File: src/rtl/updown_pkg.sv
// -----------------------------------------------------------------------------
// updown_pkg
//   Shared types and default widths for the up/down sweep sequencer.
//   - sweep_state_t : controller states
//   - *_DEF         : default parameter values for count, dwell and repeat widths
// -----------------------------------------------------------------------------
package updown_pkg;

  localparam int WIDTH_DEF   = 8;
  localparam int DWELL_W_DEF = 4;
  localparam int CYC_W_DEF   = 8;

  typedef enum logic [2:0] {
    IDLE    = 3'd0,
    UP      = 3'd1,
    HOLD_HI = 3'd2,
    DOWN    = 3'd3,
    HOLD_LO = 3'd4
  } sweep_state_t;

endpackage

File: src/rtl/updown_counter_core.sv
// -----------------------------------------------------------------------------
// updown_counter_core
//   Loadable up/down counter. Load has priority over count enable.
// Ports
//   clk      in   clock, rising edge
//   rst      in   asynchronous active-high reset (count -> 0)
//   en       in   step enable
//   load     in   load load_val (priority over en)
//   load_val in   value to load
//   up_down  in   step direction: 1 = +1, 0 = -1
//   count    out  registered count
// -----------------------------------------------------------------------------
module updown_counter_core #(
  parameter int WIDTH = 8
) (
  input  logic             clk,
  input  logic             rst,
  input  logic             en,
  input  logic             load,
  input  logic [WIDTH-1:0] load_val,
  input  logic             up_down,
  output logic [WIDTH-1:0] count
);

  logic [WIDTH-1:0] r_count;

  // NOTE: sequential state uses non-blocking assignments so every register
  // samples pre-edge values, independent of block ordering.
  always_ff @(posedge clk or posedge rst) begin
    if (rst) begin
      r_count <= '0;
    end else if (load) begin
      r_count <= load_val;
    end else if (en) begin
      r_count <= up_down ? r_count + WIDTH'(1) : r_count - WIDTH'(1);
    end
  end

  assign count = r_count;

endmodule

File: src/rtl/updown_sweep_ctrl.sv
// -----------------------------------------------------------------------------
// updown_sweep_ctrl
//   Triangle sweep sequencer lo -> hi -> lo with programmable dwell at each
//   bound and programmable number of full sweeps (0 = run until stop).
// Optional feature (macro SWEEP_PAUSE_EN): adds input 'pause' that freezes the
//   sweep while busy; stop still aborts. Without the macro, no pause port.
// Ports
//   clk, rst         clock (rising edge), asynchronous active-high reset
//   start / stop     start request (idle only) / abort request (busy only)
//   lo, hi           sweep bounds, latched on accepted start (lo < hi)
//   dwell            extra hold cycles at each bound, latched on start
//   n_cycles         full sweeps to run, 0 = endless, latched on start
//   pause            (SWEEP_PAUSE_EN only) freeze while busy
//   count            current sweep value
//   up_down          direction of next step (1 = up)
//   busy             sweep in progress
//   at_bound         busy and count sits on a latched bound
//   done / err       one-cycle pulses: sweeps complete / start rejected
// -----------------------------------------------------------------------------
module updown_sweep_ctrl
  import updown_pkg::*;
#(
  parameter int WIDTH   = WIDTH_DEF,
  parameter int DWELL_W = DWELL_W_DEF,
  parameter int CYC_W   = CYC_W_DEF
) (
  input  logic               clk,
  input  logic               rst,
  input  logic               start,
  input  logic               stop,
  input  logic [WIDTH-1:0]   lo,
  input  logic [WIDTH-1:0]   hi,
  input  logic [DWELL_W-1:0] dwell,
  input  logic [CYC_W-1:0]   n_cycles,
`ifdef SWEEP_PAUSE_EN
  input  logic               pause,
`endif
  output logic [WIDTH-1:0]   count,
  output logic               up_down,
  output logic               busy,
  output logic               at_bound,
  output logic               done,
  output logic               err
);

  sweep_state_t       r_state;
  logic [WIDTH-1:0]   r_lo, r_hi;
  logic [DWELL_W-1:0] r_dwell, r_timer;
  logic [CYC_W-1:0]   r_ncyc, r_sweeps;
  logic               r_last;    // final sweep has landed on lo; finish next edge
  logic               r_busy, r_up_down, r_done, r_err;

  logic               w_pause, w_accept, w_run, w_step_en, w_step_up;
  logic               w_last_up, w_last_down, w_hold_end, w_final;
  logic [CYC_W-1:0]   w_sweeps_nxt;

`ifdef SWEEP_PAUSE_EN
  assign w_pause = pause;
`else
  assign w_pause = 1'b0;
`endif

  assign w_accept     = (r_state == IDLE) && start && (lo < hi);
  assign w_run        = r_busy && !stop && !w_pause;
  assign w_last_up    = (count == r_hi - WIDTH'(1));   // this edge reaches hi
  assign w_last_down  = (count == r_lo + WIDTH'(1));   // this edge reaches lo
  assign w_hold_end   = (r_timer == r_dwell - DWELL_W'(1));
  assign w_sweeps_nxt = r_sweeps + CYC_W'(1);
  assign w_final      = (r_ncyc != '0) && (w_sweeps_nxt == r_ncyc);

  // Count only moves in UP and DOWN; the wrap-up cycle after the final sweep
  // keeps count parked on lo.
  assign w_step_en = w_run && ((r_state == UP) || ((r_state == DOWN) && !r_last));
  assign w_step_up = (r_state == UP);

  updown_counter_core #(.WIDTH(WIDTH)) u_core (
    .clk      (clk),
    .rst      (rst),
    .en       (w_step_en),
    .load     (w_accept),
    .load_val (lo),
    .up_down  (w_step_up),
    .count    (count)
  );

  // NOTE: latched configuration is reset along with control state, so no
  // register ever powers up undefined even though only busy-time values matter.
  always_ff @(posedge clk or posedge rst) begin
    if (rst) begin
      r_state   <= IDLE;
      r_lo      <= '0;
      r_hi      <= '0;
      r_dwell   <= '0;
      r_ncyc    <= '0;
      r_timer   <= '0;
      r_sweeps  <= '0;
      r_last    <= 1'b0;
      r_busy    <= 1'b0;
      r_up_down <= 1'b1;
      r_done    <= 1'b0;
      r_err     <= 1'b0;
    end else begin
      r_done <= 1'b0;
      r_err  <= 1'b0;
      if (r_state == IDLE) begin
        if (start) begin
          if (lo < hi) begin
            r_lo      <= lo;
            r_hi      <= hi;
            r_dwell   <= dwell;
            r_ncyc    <= n_cycles;
            r_timer   <= '0;
            r_sweeps  <= '0;
            r_last    <= 1'b0;
            r_busy    <= 1'b1;
            r_up_down <= 1'b1;
            r_state   <= UP;
          end else begin
            r_err <= 1'b1;
          end
        end
      end else if (stop) begin
        r_state <= IDLE;
        r_busy  <= 1'b0;
        r_last  <= 1'b0;
      end else if (!w_pause) begin
        case (r_state)
          UP: begin
            if (w_last_up) begin
              r_timer   <= '0;
              r_up_down <= 1'b0;
              r_state   <= (r_dwell == '0) ? DOWN : HOLD_HI;
            end
          end
          HOLD_HI: begin
            if (w_hold_end) r_state <= DOWN;
            else            r_timer <= r_timer + DWELL_W'(1);
          end
          DOWN: begin
            if (r_last) begin
              r_state <= IDLE;
              r_busy  <= 1'b0;
              r_done  <= 1'b1;
              r_last  <= 1'b0;
            end else if (w_last_down) begin
              r_sweeps <= w_sweeps_nxt;
              r_timer  <= '0;
              if (w_final) begin
                r_last <= 1'b1;
              end else begin
                r_up_down <= 1'b1;
                r_state   <= (r_dwell == '0) ? UP : HOLD_LO;
              end
            end
          end
          HOLD_LO: begin
            if (w_hold_end) r_state <= UP;
            else            r_timer <= r_timer + DWELL_W'(1);
          end
          default: r_state <= IDLE;
        endcase
      end
    end
  end

  assign up_down  = r_up_down;
  assign busy     = r_busy;
  assign done     = r_done;
  assign err      = r_err;
  assign at_bound = r_busy && ((count == r_lo) || (count == r_hi));

endmodule

File: config.mk
export PLATFORM = sky130hd
export DESIGN_NAME = updown_sweep_ctrl
export DESIGN_NICKNAME = d
export VERILOG_FILES = /design/src/rtl/updown_pkg.sv /design/src/rtl/updown_counter_core.sv /design/src/rtl/updown_sweep_ctrl.sv
export SDC_FILE = /design/constraint.sdc
export NUM_CORES = 1
export LEC_CHECK = 0
export ABC_AREA = 1
export BUFFER_PORTS_ARGS = -buffer_cell sky130_fd_sc_hd__buf_2
export CAP_MARGIN = 20
export CORE_UTILIZATION = 28
export DETAILED_ROUTE_END_ITERATION = 10
export PLACE_DENSITY = 0.55
export SYNTH_ARGS = -nofsm -noshare
export SYNTH_HDL_FRONTEND = slang
export SYNTH_SLANG_ARGS = --single-unit
File: constraint.sdc
create_clock -name clk -period 2.1 [get_ports clk]
set_input_delay 0.63 -clock clk [delete_from_list [all_inputs] [get_ports clk]]
set_output_delay 0.63 -clock clk [all_outputs]
set_load 0.02 [all_outputs]
After elaboration in Yosys (flattened, before gate mapping). Cells that the tools add are included.

$add $sub $neg: 7. $lt $le $gt $ge: 1. Eq/ne operators: 24. Multiplexer cells: 60. Reduce and logical (&&, ||, !) cells: 29.

Operators with widths (count): 8-bit 2-to-1 mux (10); 8-bit equality test (5); 3-bit 2-to-1 mux (11); 4-bit 2-to-1 mux (8); 1-bit 2-to-1 mux (28); 8-bit by 1-bit adder with 8-bit output, second input constant (3); 8-bit AND reduction (2); 8-bit by 1-bit subtractor with 8-bit output, second input constant (2); 3-bit != test, second input constant (4); 4-bit != test, second input constant (3); 3-bit one-hot mux with 4 select lines (1); 4-bit one-hot mux with 3 select lines (1); 5-bit != test, second input constant (2); 3-bit nonzero test (3); 8-bit < comparator (1); 8-bit nonzero test (1); 1-bit logical AND (7); 7-bit AND reduction (1); 3-bit by 2-bit equality test with 1-bit output, second input constant (2); 2-bit by 1-bit != test with 1-bit output, second input constant (3); 3-bit AND reduction (2); 6-bit AND reduction (1); 2-bit nonzero test (3); 4-bit by 1-bit adder with 4-bit output, second input constant (1); 14 further kinds (16).

Flip-flop bits (word level): 56. Output and inout port bits: 13.

Depth between registers and ports, before layout. Gate-level depths: netlist of run 1.

Depth after elaboration: 9. Mapped depth: 16. Gate-level depth less buffers: 16.

Hierarchy. From an unflattened synthesis of run 1, not the netlist that was laid out.

Cell total of the unflattened synthesis: 589. Area, all modules: 4164.0 µm².

By module, submodules not included: updown_sweep_ctrl (instances 1, cells an instance 492, area an instance 3417.0 µm²); updown_counter_core (instances 1, cells an instance 97, area an instance 747.0 µm²).

Worst setup path after synthesis of run 1. No wires, ideal clock.

Path kind: register to output. Start: register u_core.r_count[1] (netlist: u_core.count[1]). End: output at_bound. Data arrival time: 1.667 ns. Data required time: 1.470 ns. Setup slack: -0.197 ns. Cell stages (with the launch flop): 6. Path buffers: 1. Path through: dfrtp_1 buf_2 xnor2_1 nand4_1 or4_1 a21oi_1.

Cells in the longest elaborated chain, start to end: 3. Elaborated cells on any way between the ends: 4. Those cells by class: eq/ne: 2; reduce/logical: 2.

Ends and longest elaborated chain: start: declaration (RTL line updown_counter_core.sv:25) `logic [WIDTH-1:0] r_count;`; start signal: assignment (RTL line updown_counter_core.sv:33) `r_count <= load_val;`; start signal: assignment (RTL line updown_counter_core.sv:35) `r_count <= up_down ? r_count + WIDTH'(1) : r_count - WIDTH'(1);`; 8-bit equality test (RTL line updown_sweep_ctrl.sv:170) `assign at_bound = r_busy && ((count == r_lo) || (count == r_hi));`; 1-bit logical OR (*) (RTL line updown_sweep_ctrl.sv:170); 1-bit logical AND (*) (RTL line updown_sweep_ctrl.sv:170); end: declaration (RTL line updown_sweep_ctrl.sv:41) `output logic at_bound,`.

Every way passes the cells marked *; elsewhere a longest branch is shown, timed or not.

Worst setup path after layout of run 1.
Start: register r_lo[3]. End: output at_bound.

Cells in the longest elaborated chain, start to end: 3.

Ends and longest elaborated chain: start: declaration (RTL line updown_sweep_ctrl.sv:47) `logic [WIDTH-1:0] r_lo, r_hi;`; start signal: assignment (RTL line updown_sweep_ctrl.sv:108) `r_lo <= lo;`; 8-bit equality test (RTL line updown_sweep_ctrl.sv:170); 1-bit logical OR (RTL line updown_sweep_ctrl.sv:170); 1-bit logical AND (RTL line updown_sweep_ctrl.sv:170).

Every way passes these cells.

==> impl_metrics.toml, run 1 <==
[outcome]
status = "finished with violations"
violations = "setup timing"

[yosys]
synth_cell_types = 37
ys_ff_latch = 56
ys_seq_area_share_pct = 35.1
synthesis.nets = 637
yosys.area.top_type = "dfrtp_1"
yosys.area.top_type_share_pct = 34.4
synth_cells = 585
async_reset_ff_share_pct = 100
yosysMostFrequentCell = "nand2_1"
synth_top_cells_by_area = "dfrtp_1, nand2_1, inv_1, ha_1, nand3_1"
ys_warn_count = 0
synthesis.area_um2 = 4000
synth_edf_count = 0
syn_area_per_cell_um2 = 6.84
synth_common_cells = "nand2_1, inv_1, dfrtp_1"
synthFlopType = "dfrtp_1"

[timing]
holdWs_ns = 0.338
relSlewSlack_pct = 69.6
rsz0062_at_grt = "yes"
setup_viol = 1
fmax_mhz = 402
period_share_pct = 118
fin_skew_ns = 0.00487
tightest_slew_ns = 0.455
period_minus_slack_ns = 2.49
hold_viol_final = 0
maxSlewViolCount = 0
fin_ws_ns = -0.386

[floorplan]
ios = 45
initial_utilization_pct = 28.7
rows = 43
core-area_um2 = 13900
die_w_um = 122
die_h_um = 122
die_area_um2 = 14800

[finish]
stdcell_area_um2 = 5520
drive_gt1_share_pct = 31.1
multi_input_area_um2 = 2510
diodes = 0
nFillCells = 1470
fin_nets = 756
area_delta_synth_final_pct = 38.0
seq_area_um2 = 1410

[drt]
route.detailed.drc = 0
wl_per_cell_um = 12.8
ant_nets = 0
drt_iter0_drc = 192
via_per_inst = 4.60
wl_mm = 11.3
vias = 4067
firstDrtPassIters = 4

[grt]
antenna_found_initial = 0
grt_max_degree = 29
grt_pass1_wl_mm = 18.5
grt-ovfl-total = 0
grtUsageTotal_pct = 15.9
grt_pass1_vias = 3935

[clock_tree]
worstSkewPairLatency_ns = 0.30
cts_buffers = 5
cts-root-buf = "clkbuf_16"
ctsHtreeMaxLevel = 2
clock-sinks = 56
tritoncts = "done"
cts_hold_buf = 0
clkSlewWorstSetupHoldPaths_ns = 0.07
clockBufferDepth = 2

[pwr]
leakagePower_nw = 2.76
power_density_nw_per_um2 = 1580
p_total_mw = 8.71
ir_drop_v = 0.000477

[critical_path]
critical_path_arrival_ns = 1.86
timing.setup.critical_path_class = "flip-flop to output pin"
worst-path-buf-inv = 2
cp_max_fo = 2
path_cells = "xnor2_2 -> inv_1 -> or4_4 -> a21oi_4 -> buf_6"
cp-start-kind = "flip-flop"
crit_family = "simple AND/OR/NAND/NOR gates"
crit_slowest_cell = "or4_4"
critPathMaxStageDelay_ns = 0.55
crit_required_ns = 1.47
timing.critical_path.to_type = "output pin"

[run]
maxCapViolCount = 0

[placed_design]
hpwl_mm = 8.74
placed_area_um2 = 4980
place_congestion = 0.847
pre_cts_ws_ns = -0.454
port_buffers = 44

[worst_hold_path]
hold_path_class = "input port to async pin"
[state kept, by name, indices dropped and copies added (netlist names)]
register and flops:
busy 1, done 1, err 1, r_dwell 4, r_hi 8, r_last 1
r_lo 8, r_ncyc 8, r_state 3, r_sweeps 8, r_timer 4, u_core.count 8
up_down 1
[path summary, 6_finish.rpt]
| check | startpoint | endpoint | slack, ns | cells past startpoint |
|---|---|---|---|---|
| worst min-delay path | rst | r_sweeps[7]$_DFFE_PP0P_ | 0.34 | 2 |
| worst max-delay path | r_lo[3]$_DFFE_PP0P_ | at_bound | -0.39 | 5 |
| worst max register to register | r_lo[0]$_DFFE_PP0P_ | r_sweeps[5]$_DFFE_PP0P_ | 0 | 12 |
| max in group asynchronous | rst | up_down$_DFFE_PP1P_ | 1.15 | 3 |
| worst min register to register | up_down$_DFFE_PP1P_ | up_down$_DFFE_PP1P_ | 0.48 | 2 |
| min in group clk | up_down$_DFFE_PP1P_ | up_down$_DFFE_PP1P_ | 0.48 | 2 |
[cell type report]
type / instances / share of cell area (%)
Clock buffer: 6 / 2.33
Clock inverter: 1 / 0.0907
Inverter: 90 / 6.32
Multi-Input combinational cell: 430 / 45.5
Sequential cell: 56 / 25.5
Tap cell: 180 / 4.08
Timing Repair Buffer: 121 / 16.1
[placed cells by master (no fill, tap or decap), types with 8 or more instances in the layout]
cell     instances
a21oi_1         13
buf_2           43
buf_4           66
dfrtp_1         49
ha_1            12
inv_1           78
inv_2            8
nand2_1        159
nand2_2         19
nand3_1         35
nand3_2         10
nand4_1          9
nor2_1          39
nor2_2          14
o21ai_0         33
o21ai_1         24
xnor2_1         11
xor2_1           9
[routing by layer]
metal / vias to the layer above / track usage [%] / share of wire, %
met2: 65 / 28.1 / 51
met4: 0 / 3.24 / 1.2
met3: 10 / 2.53 / 3.2
met5: - / 0 / 0
li1: 2093 / - / -
met1: 1899 / 20.3 / 45
[power breakdown]
| group | internal, mW | switching (mW) |
|---|---|---|
| Sequential | 1.54 | 0.441 |
| Combinational | 2.67 | 3.23 |
| Clock | 0.436 | 0.398 |
| Total | 4.65 | 4.06 |
[logic make-up after synthesis]
family	share of synthesized area, %
AND/OR/NAND/NOR	32.2
buffers and inverters	9.69
AO/OA/AOI/OAI	11.4
flip-flops	35.1
XOR/XNOR	5.25
adder cells (fa/ha/maj)	6.44
[stage by stage]
stage	TNS (ns)	utilization, %	instances
after CTS	-0.379	37.6	877
after floorplan	-0.0174	-	585
after global routing	-1.87	39.6	884
after detailed placement	-15.81	35.7	865
after global placement	-10.96	35.7	865
final	-0.386	39.6	884
[timing repair]
| item | CTS | global route |
|---|---|---|
| pin swaps | 10 | 20 |
| gates resized for setup | 19 | 64 |
| setup buffers | 5 | 8 |
| endpoints found under the setup margin | 30 | 30 |
Note: power is estimated with default switching activity, not from simulation.
==> run 2: changes to the inputs <==
--- a/config.mk
+++ b/config.mk
@@ -8,9 +8,11 @@
 export ABC_AREA = 1
 export BUFFER_PORTS_ARGS = -buffer_cell sky130_fd_sc_hd__buf_2
 export CAP_MARGIN = 20
+export CORE_MARGIN = 2
 export CORE_UTILIZATION = 28
 export DETAILED_ROUTE_END_ITERATION = 10
 export PLACE_DENSITY = 0.55
 export SYNTH_ARGS = -nofsm -noshare
 export SYNTH_HDL_FRONTEND = slang
+export SYNTH_HIERARCHICAL = 1
 export SYNTH_SLANG_ARGS = --single-unit
==> impl_metrics.toml, run 2 <==
[yosys]
synth_edf_count = 0
syn_area_per_cell_um2 = 7.07
ys_ff_latch = 56
ys_seq_area_share_pct = 33.7
synth_cell_types = 46
synth_top_cells_by_area = "dfrtp_1, nand2_1, inv_1, ha_1, nand3_1"
synth_cells = 589
synth_common_cells = "nand2_1, inv_1, dfrtp_1"
yosys.area.top_type_share_pct = 33.1
yosysMostFrequentCell = "nand2_1"
synthesis.area_um2 = 4160
ys_warn_count = 6
synthFlopType = "dfrtp_1"
synthesis.nets = 641
async_reset_ff_share_pct = 100
yosys.area.top_type = "dfrtp_1"

[critical_path]
r2r-start = "r_hi[1]$_DFFE_PP0P_"
crit_slowest_cell = "dfrtp_2"
timing.setup.critical_path_class = "flip-flop to output pin"
r2r_slack_ns = 0.09
crit_family = "flip-flops"
path_cells = "xor2_2 -> nor4_2 -> nand4_1 -> a21boi_2 -> buf_4"
worst-path-buf-inv = 1
crit_required_ns = 1.47
worst-r2r-cell-count = 16
critical_path_arrival_ns = 1.71
timing.critical_path.to_type = "output pin"
cp_max_fo = 5
r2r-end = "r_state[1]$_DFFE_PP0P_"
critPathMaxStageDelay_ns = 0.46
cp-start-kind = "flip-flop"

[grt]
grt_pass1_vias = 3737
grt-ovfl-total = 0
grt_max_degree = 49
grt_pass1_wl_mm = 18.0
antenna_found_initial = 0
grtUsageTotal_pct = 13.9

[pwr]
ir_drop_v = 0.000514
leakagePower_nw = 2.72
power_density_nw_per_um2 = 1370

[timing]
fin_skew_ns = 0.00731
rsz0062_at_grt = "yes"
fmax_mhz = 428
hold_viol_final = 0
relSlewSlack_pct = 76.0
tightest_slew_ns = 0.359
setup_viol = 1
period_minus_slack_ns = 2.34
fin_ws_ns = -0.239
maxSlewViolCount = 0
period_share_pct = 111

[drt]
via_per_inst = 4.44
wl_per_cell_um = 12.4
vias = 3849
route.detailed.drc = 0
drt_iter0_drc = 170
wl_mm = 10.8
ant_nets = 0
firstDrtPassIters = 4

[finish]
diodes = 0
final_common_cell = "nand2_1"
final_cells = 867
area_delta_synth_final_pct = 29.3
nFillCells = 1554
final_cell_mix = "nand2_1, inv_1, dfrtp_1, buf_4, buf_2"
stdcell_area_um2 = 5380
fin_util_pct = 37.0
fin_nets = 734
multi_input_area_um2 = 2610
seq_area_um2 = 1410
drive_gt1_share_pct = 29.4

[floorplan]
initial_utilization_pct = 28.7
die_h_um = 126
core-area_um2 = 14500
die_w_um = 126
ios = 45
die_area_um2 = 15900
rows = 44

[clock_tree]
cts-root-buf = "clkbuf_16"
clockBufferDepth = 2
worstSkewPairLatency_ns = 0.30
cts_hold_buf = 0
tritoncts = "done"
ctsHtreeMaxLevel = 2
clock-sinks = 56
cts_buffers = 5
clkSlewWorstSetupHoldPaths_ns = 0.07

[outcome]
status = "finished with violations"
violations = "setup timing"

[placed_design]
hpwl_mm = 8.44
dpl.cell_count = 854
placed_area_um2 = 5030
place_congestion = 0.863
port_buffers = 44

[worst_hold_path]
hold_path_class = "input port to async pin"

[run]
maxCapViolCount = 0
==> run 2: final cells by class <==
| class | instances | share of cell area, % |
|---|---|---|
| clock inverter | 2 | 0.720 |
| multi-input combinational | 449 | 48.5 |
| clock buffer | 6 | 2.58 |
| tap | 184 | 4.28 |
| inverter | 74 | 5.58 |
| sequential | 56 | 26.1 |
| timing repair buffer | 96 | 12.2 |
==> run 2: worst reg2reg max path: cells and delay by family (launching register included) <==
kind | cells | cell delay (ns)
and+or+nand+nor | 11 | 0.92
DFF | 1 | 0.36
AOI/OAI and AO/OA | 1 | 0.18
buffers and inverters | 3 | 0.19
adders and majority gates | 1 | 0.25
==> run 2: cell families after synthesis <==
group,after synthesis,synth area share [%]
and+or+nand+nor,353,38.7
buffers and inverters,84,8.17
DFF,56,33.7
AOI/OAI and AO/OA,53,8.41
xor gates and xnor gates,23,4.84
adders and majority gates,20,6.19
==> run 2: power by group <==
group | internal [mW] | switching (mW)
Combinational | 1.86 | 2.58
Sequential | 1.48 | 0.463
Clock | 0.599 | 0.406
Total | 3.93 | 3.45
==> run 2: through the flow <==
stage | total power [mW] | setup TNS [ns] | hold slack (ns) | setup slack [ns]
2_1_floorplan | 4.94 | -1.43 | 0.446 | -0.190
3_3_place_gp | 6.13 | -10.69 | 0.462 | -0.269
3_5_place_dp | 6.15 | -11.39 | 0.461 | -0.296
4_1_cts | 7.23 | -0.268 | 0.280 | -0.268
5_1_grt | 8.14 | -0.488 | 0.298 | -0.328
6_report | 7.38 | -0.239 | 0.284 | -0.239
==> run 2: what timing repair did <==
action	CTS	global route
cloned	0	0
endpoints found under the setup margin	1	45
resized for setup	5	32
setup buffers	0	5
pin swaps	0	8
==> run 2: worst max path at each step <==
stage,slack [ns],to,cells after the start,start
global route,-0.33,at_bound,5,r_hi[2]$_DFFE_PP0P_
finish,-0.24,at_bound,5,r_hi[2]$_DFFE_PP0P_
floorplan,-0.19,u_core/count[6]$_DFFE_PP0P_,13,hi[5]
detailed placement,-0.30,u_core/count[2]$_DFFE_PP0P_,10,hi[5]
CTS,-0.27,at_bound,5,r_hi[2]$_DFFE_PP0P_
global placement,-0.27,u_core/count[4]$_DFFE_PP0P_,13,hi[5]
==> run 2: metal layers <==
metal  GRT usage [%]  share of wire [%]
met1            19.4                 51
met2            22.3                 45
met3            2.00                2.3
met4            4.52                1.9
met5               0                  0
